[config.mk]
export PLATFORM = sky130hd
export DESIGN_NAME = gelato_scoreboard
export DESIGN_NICKNAME = d
export VERILOG_FILES = /design/src/rtl/gelato_scoreboard.sv
export SDC_FILE = /design/constraint.sdc
export NUM_CORES = 1
export LEC_CHECK = 0
export ABC_CLOCK_PERIOD_IN_PS = 3000
export BUFFER_PORTS_ARGS = -buffer_cell sky130_fd_sc_hd__buf_4
export CORE_MARGIN = 2
export CORE_UTILIZATION = 50
export CTS_CLUSTER_DIAMETER = 30
export CTS_CLUSTER_SIZE = 30
export DETAILED_ROUTE_END_ITERATION = 8
export GPL_TIMING_DRIVEN = 0
export PLACE_DENSITY = 0.74
export SLEW_MARGIN = 30
export SYNTH_ARGS = -nofsm -noshare
export SYNTH_HDL_FRONTEND = slang
export SYNTH_SLANG_ARGS = --single-unit
[constraint.sdc]
create_clock -name clk -period 3 [get_ports clk]
set_input_delay 0.3 -clock clk [delete_from_list [all_inputs] [get_ports clk]]
set_output_delay 0.3 -clock clk [all_outputs]
set_load 0.01 [all_outputs]
[src/rtl/gelato_scoreboard.sv]
// gelato_scoreboard
//   Per-warp table of destination registers with writes in flight. The warp
//   scheduler marks a register dirty when it issues an instruction, and the
//   writeback stage releases it when the result commits. The table is
//   published so the scheduler can detect full warps and RAW/WAW hazards.
//
// Ports
//   clk, rst      clock, synchronous active-high reset (wins over rdy)
//   rdy           global enable; when low, state and error flags are frozen
//   set_*         insert request (valid, warp, register)
//   rel_*         release request (valid, warp, register)
//   regs          slot contents, warp w slot s at [(w*SCOREBOARD_SIZE+s)*REG_W +: REG_W]
//   full          per-warp "no free slot"
//   count         per-warp occupancy, CNT_W bits per warp
//   err_overflow  sticky: insert dropped because the warp was full
//   err_dup       sticky: insert of a register already dirty in that warp
//   err_release   sticky: release matched no slot
//
// Register index 0 (x0) is never tracked and doubles as the "free slot" code.

module gelato_scoreboard #(
  parameter int WARP_NUM        = 4,
  parameter int SCOREBOARD_SIZE = 4,
  parameter int REG_W           = 5,
  parameter int CNT_W           = $clog2(SCOREBOARD_SIZE + 1),
  parameter int WARP_W          = (WARP_NUM > 1) ? $clog2(WARP_NUM) : 1
) (
  input  logic                                      clk,
  input  logic                                      rst,
  input  logic                                      rdy,
  input  logic                                      set_valid,
  input  logic [WARP_W-1:0]                         set_warp,
  input  logic [REG_W-1:0]                          set_reg,
  input  logic                                      rel_valid,
  input  logic [WARP_W-1:0]                         rel_warp,
  input  logic [REG_W-1:0]                          rel_reg,
  output logic [WARP_NUM*SCOREBOARD_SIZE*REG_W-1:0] regs,
  output logic [WARP_NUM-1:0]                       full,
  output logic [WARP_NUM*CNT_W-1:0]                 count,
  output logic                                      err_overflow,
  output logic                                      err_dup,
  output logic                                      err_release
);

  logic [REG_W-1:0] slot_q  [WARP_NUM][SCOREBOARD_SIZE];
  logic [REG_W-1:0] slot_nx [WARP_NUM][SCOREBOARD_SIZE];
  logic [CNT_W-1:0] cnt_q   [WARP_NUM];
  logic [CNT_W-1:0] cnt_nx  [WARP_NUM];
  logic [WARP_NUM-1:0] full_q;
  logic ovf_q, dup_q, relerr_q;
  logic ovf_nx, dup_nx, relerr_nx;
  logic rel_hit, set_dup, set_done;

  // Release is applied to the table first; the set then sees the
  // post-release contents, so a same-cycle release+set of one register is a
  // legal re-insert and a release on a full warp makes room for the set.
  always_comb begin
    slot_nx   = slot_q;
    cnt_nx    = cnt_q;
    ovf_nx    = ovf_q;
    dup_nx    = dup_q;
    relerr_nx = relerr_q;
    rel_hit   = 1'b0;
    set_dup   = 1'b0;
    set_done  = 1'b0;
    for (int w = 0; w < WARP_NUM; w++) begin
      rel_hit = 1'b0;
      if (rel_valid && (rel_reg != '0) && (rel_warp == WARP_W'(w))) begin
        for (int s = 0; s < SCOREBOARD_SIZE; s++) begin
          if (!rel_hit && (slot_nx[w][s] == rel_reg)) begin
            slot_nx[w][s] = '0;
            rel_hit       = 1'b1;
          end
        end
        if (rel_hit) cnt_nx[w] = cnt_nx[w] - CNT_W'(1);
        else         relerr_nx = 1'b1;
      end

      set_dup  = 1'b0;
      set_done = 1'b0;
      if (set_valid && (set_reg != '0) && (set_warp == WARP_W'(w))) begin
        for (int s = 0; s < SCOREBOARD_SIZE; s++) begin
          if (slot_nx[w][s] == set_reg) set_dup = 1'b1;
        end
        if (set_dup) begin
          dup_nx = 1'b1;
        end else begin
          for (int s = 0; s < SCOREBOARD_SIZE; s++) begin
            if (!set_done && (slot_nx[w][s] == '0)) begin
              slot_nx[w][s] = set_reg;
              set_done      = 1'b1;
            end
          end
          if (set_done) cnt_nx[w] = cnt_nx[w] + CNT_W'(1);
          else          ovf_nx    = 1'b1;
        end
      end
    end
  end

  always_ff @(posedge clk) begin
    if (rst) begin
      for (int w = 0; w < WARP_NUM; w++) begin
        cnt_q[w] <= '0;
        for (int s = 0; s < SCOREBOARD_SIZE; s++) slot_q[w][s] <= '0;
      end
      full_q   <= '0;
      ovf_q    <= 1'b0;
      dup_q    <= 1'b0;
      relerr_q <= 1'b0;
    end else if (rdy) begin
      slot_q <= slot_nx;
      cnt_q  <= cnt_nx;
      for (int w = 0; w < WARP_NUM; w++)
        full_q[w] <= (cnt_nx[w] == CNT_W'(SCOREBOARD_SIZE));
      ovf_q    <= ovf_nx;
      dup_q    <= dup_nx;
      relerr_q <= relerr_nx;
    end
  end

  always_comb begin
    regs  = '0;
    count = '0;
    for (int w = 0; w < WARP_NUM; w++) begin
      count[w*CNT_W +: CNT_W] = cnt_q[w];
      for (int s = 0; s < SCOREBOARD_SIZE; s++)
        regs[(w*SCOREBOARD_SIZE+s)*REG_W +: REG_W] = slot_q[w][s];
    end
  end

  assign full         = full_q;
  assign err_overflow = ovf_q;
  assign err_dup      = dup_q;
  assign err_release  = relerr_q;

endmodule

==> impl_metrics.tcl <==
set metrics [dict create \
    status "complete, but fails checks" \
    violations "setup timing" \
    final_common_cell "nor2_1" \
    cts.path.max_buffers 2 \
    vdd_drop_max_uv 291 \
    yosys_most_used_dff "dfxtp_1" \
    grt_pass1_wl_um 45400 \
    synth_seq_area_share_pct 25.4 \
    die_y_um 129 \
    cts.hold.buffers_added 0 \
    fillers 1338 \
    slew_viol_final 0 \
    nets 1202 \
    crit_path_end_kind "flip-flop" \
    die_w_um 129 \
    holdWs_ns 0.355 \
    r2r_cells 11 \
    design_area_sq_um 9890 \
    r2r_setup_slack_ns 0 \
    post_dp_cell_area_sq_um 8850 \
    slew_headroom_pct 37.1 \
    vias 9053 \
    seq_area_sq_um 2040 \
    crit_path_max_fanout 7 \
    min_period_ns 3.09 \
    multiInputGateArea_sq_um 5790 \
    max_cap_violations 0 \
    clock-sinks 99 \
    crit_end "regs[28]" \
    setup_ws_ns -0.0948 \
    dpl.hpwl_um 21400 \
    overflow 0 \
    core_area_sq_um 15200 \
    drtAntennaViolNets 0 \
    async_reset_ff_share_pct 0 \
    syn_inst 1031 \
    antenna_found_initial 0 \
    syn_area_sq_um 7800 \
    grt_max_degree 16 \
    worst_slew_pin_slew_ns 0.943 \
    final_cell_mix "153 x nor2_1, 141 x buf_4, 91 x xnor2_1" \
    clkLatencyLatePin_ns 0.37 \
    path_class "input pin to flip-flop" \
    track_usage_pct 35.8 \
    worstPathArrival_ns 3.39 \
    ys_seq_elements 99 \
    finalSetupViolations 16 \
    routedWlPerCell_um 22.3 \
    startpoint "rel_reg[2]" \
    htreeDepth 3 \
    post-place-ws_ns -0.851 \
    r2r_start "regs[68]" \
    fin_crit_sh_pct 103 \
    clock_tree.root_cell "clkbuf_16" \
    avgSynthCellArea_sq_um 7.57 \
    startpoint_type "input pin" \
    finish.utilization_pct 65.1 \
    rr_endpoint "count[11]" \
    clkTransAtPathRegs_ns 0.07 \
    syn_nets 1058 \
    die-area_sq_um 16600 \
    hold_viol_final 0 \
    area_growth_pct 26.7 \
    synth.distinct_cells 84 \
    timing.fmax_mhz 323 \
    start_util_pct 51.3 \
    drive_gt1_share_pct 25.2 \
    leakagePower_nw 3.66 \
    hp-class "input pin to flip-flop" \
    p_per_area_nw_per_um2 349 \
    rsz0062_at_grt "true" \
    ioPinCount 118 \
    drc 0 \
    yosys_warnings 0 \
    avgViaCountPerCell 6.62 \
    port_buffers 105 \
    grt_pass1_vias 8049 \
    crit_required_ns 3.29 \
    globalplace.congestion 1.03 \
    rows 45 \
    wirelength_um 30500 \
    antenna_cells 0 \
    synth_edf_count 0 \
    numCtsBuffers 9 \
    finClkSkew_ns 0.00626 \
    dr.pass1.iters 7 \
    first_iter_violations 1388 \
    cts_tree "built" \
]
Yosys cell counts (9+ instances only):
cell type  count  area [sq um]
nand3_1       36           180
nor3_1        42           210
xnor2_1       92           806
mux2i_1       10           100
nor4_1        14          87.6
nor2b_1        9          56.3
o21ai_0       34           170
and3_1        10          62.6
o22ai_1       10          62.6
clkbuf_1      43           161
or2_2          9          56.3
inv_1         26          97.6
a21oi_1       27           135
a31oi_1       21           131
xor2_1        47           412
nand2_1       72           270
dfxtp_1       99          1980
nor2_1       156           586
or3_1         16           100
a22oi_1       67           503
nor4b_1       15           131
a211oi_1       9          67.6
what timing repair did:
action,4_1_cts,5_1_grt
pin swaps,13,20
resized for setup,57,76
setup buffers,15,20
hold endpoints to repair,0,0
cloned,0,0
setup endpoints to repair,86,85
state kept, by name, summed over array words and instances, names as in the netlist:
register      cells
full              4
err_dup           1
count            12
regs             80
err_release       1
err_overflow      1
worst min-delay path by stage:
| stage | start | to | slack, ns | cells past startpoint |
|---|---|---|---|---|
| 2_1_floorplan | full[0] | full[0] | 0.47 | 2 |
| 3_3_place_gp | full[0] | full[0] | 0.44 | 2 |
| 3_5_place_dp | full[1] | full[1] | 0.45 | 2 |
| 4_1_cts | rdy | full[2] | 0.35 | 4 |
| 5_1_grt | rdy | full[2] | 0.41 | 4 |
| 6_report | rdy | full[2] | 0.36 | 4 |
logic make-up (layout without fill, tap and decap cells):
family / Yosys count / after routing / synth area share [%]
mux: 13 / 13 / 1.72
buf+inv: 93 / 242 / 5.13
simple gates: 432 / 432 / 28.2
xor+xnor: 139 / 139 / 15.6
fa+ha+maj: 8 / 8 / 1.28
flops: 99 / 99 / 25.4
compound gates: 247 / 247 / 22.6
where the power goes:
part | switching [mW] | total [mW] | internal [mW] | leakage (nW)
combinational | 0.467 | 0.744 | 0.277 | 2.68
clock | 0.556 | 1.33 | 0.776 | 0.159
sequential | 0.0362 | 1.37 | 1.34 | 0.821
total | 1.06 | 3.45 | 2.39 | 3.66
layer usage:
layer / GRT usage [%] / vias up / part of all wire (%)
li1: - / 4041 / -
met1: 47.7 / 4214 / 39
met2: 54.3 / 664 / 43
met3: 7.73 / 134 / 12
met4: 19.0 / 0 / 5.4
met5: 0 / - / 0
per-stage QoR:
step                      setup TNS [ns]  instances  power, mW
after global placement            -51.25       1324       2.03
after global routing               -3.53       1368       3.54
after floorplan                   -0.155       1031       1.83
final                             -0.905       1368       3.45
after CTS                       -0.00906       1351       3.37
after detailed placement          -50.11       1324       2.04
cell type report:
cell class | instances | share of cell area, %
Inverter | 28 | 1.06
Buffer | 58 | 3.30
Clock inverter | 4 | 0.734
Timing Repair Buffer | 140 | 10.8
Clock buffer | 12 | 2.59
Multi-Input combinational cell | 839 | 58.5
Sequential cell | 99 | 20.6
Tap cell | 188 | 2.38
worst max-delay path, stage by stage:
cell       delay, ns
buf_12          0.11
or4_4           0.59
buf_4           0.17
o2111ai_2       0.28
nor3_1          0.11
and4_1          0.21
clkbuf_1        0.16
o21a_1          0.22
o2111ai_2       0.32
and2_1          0.22
nand2_1         0.15
or3_1           0.40
a21oi_1         0.15
Power figures use the tool's default switching activity.
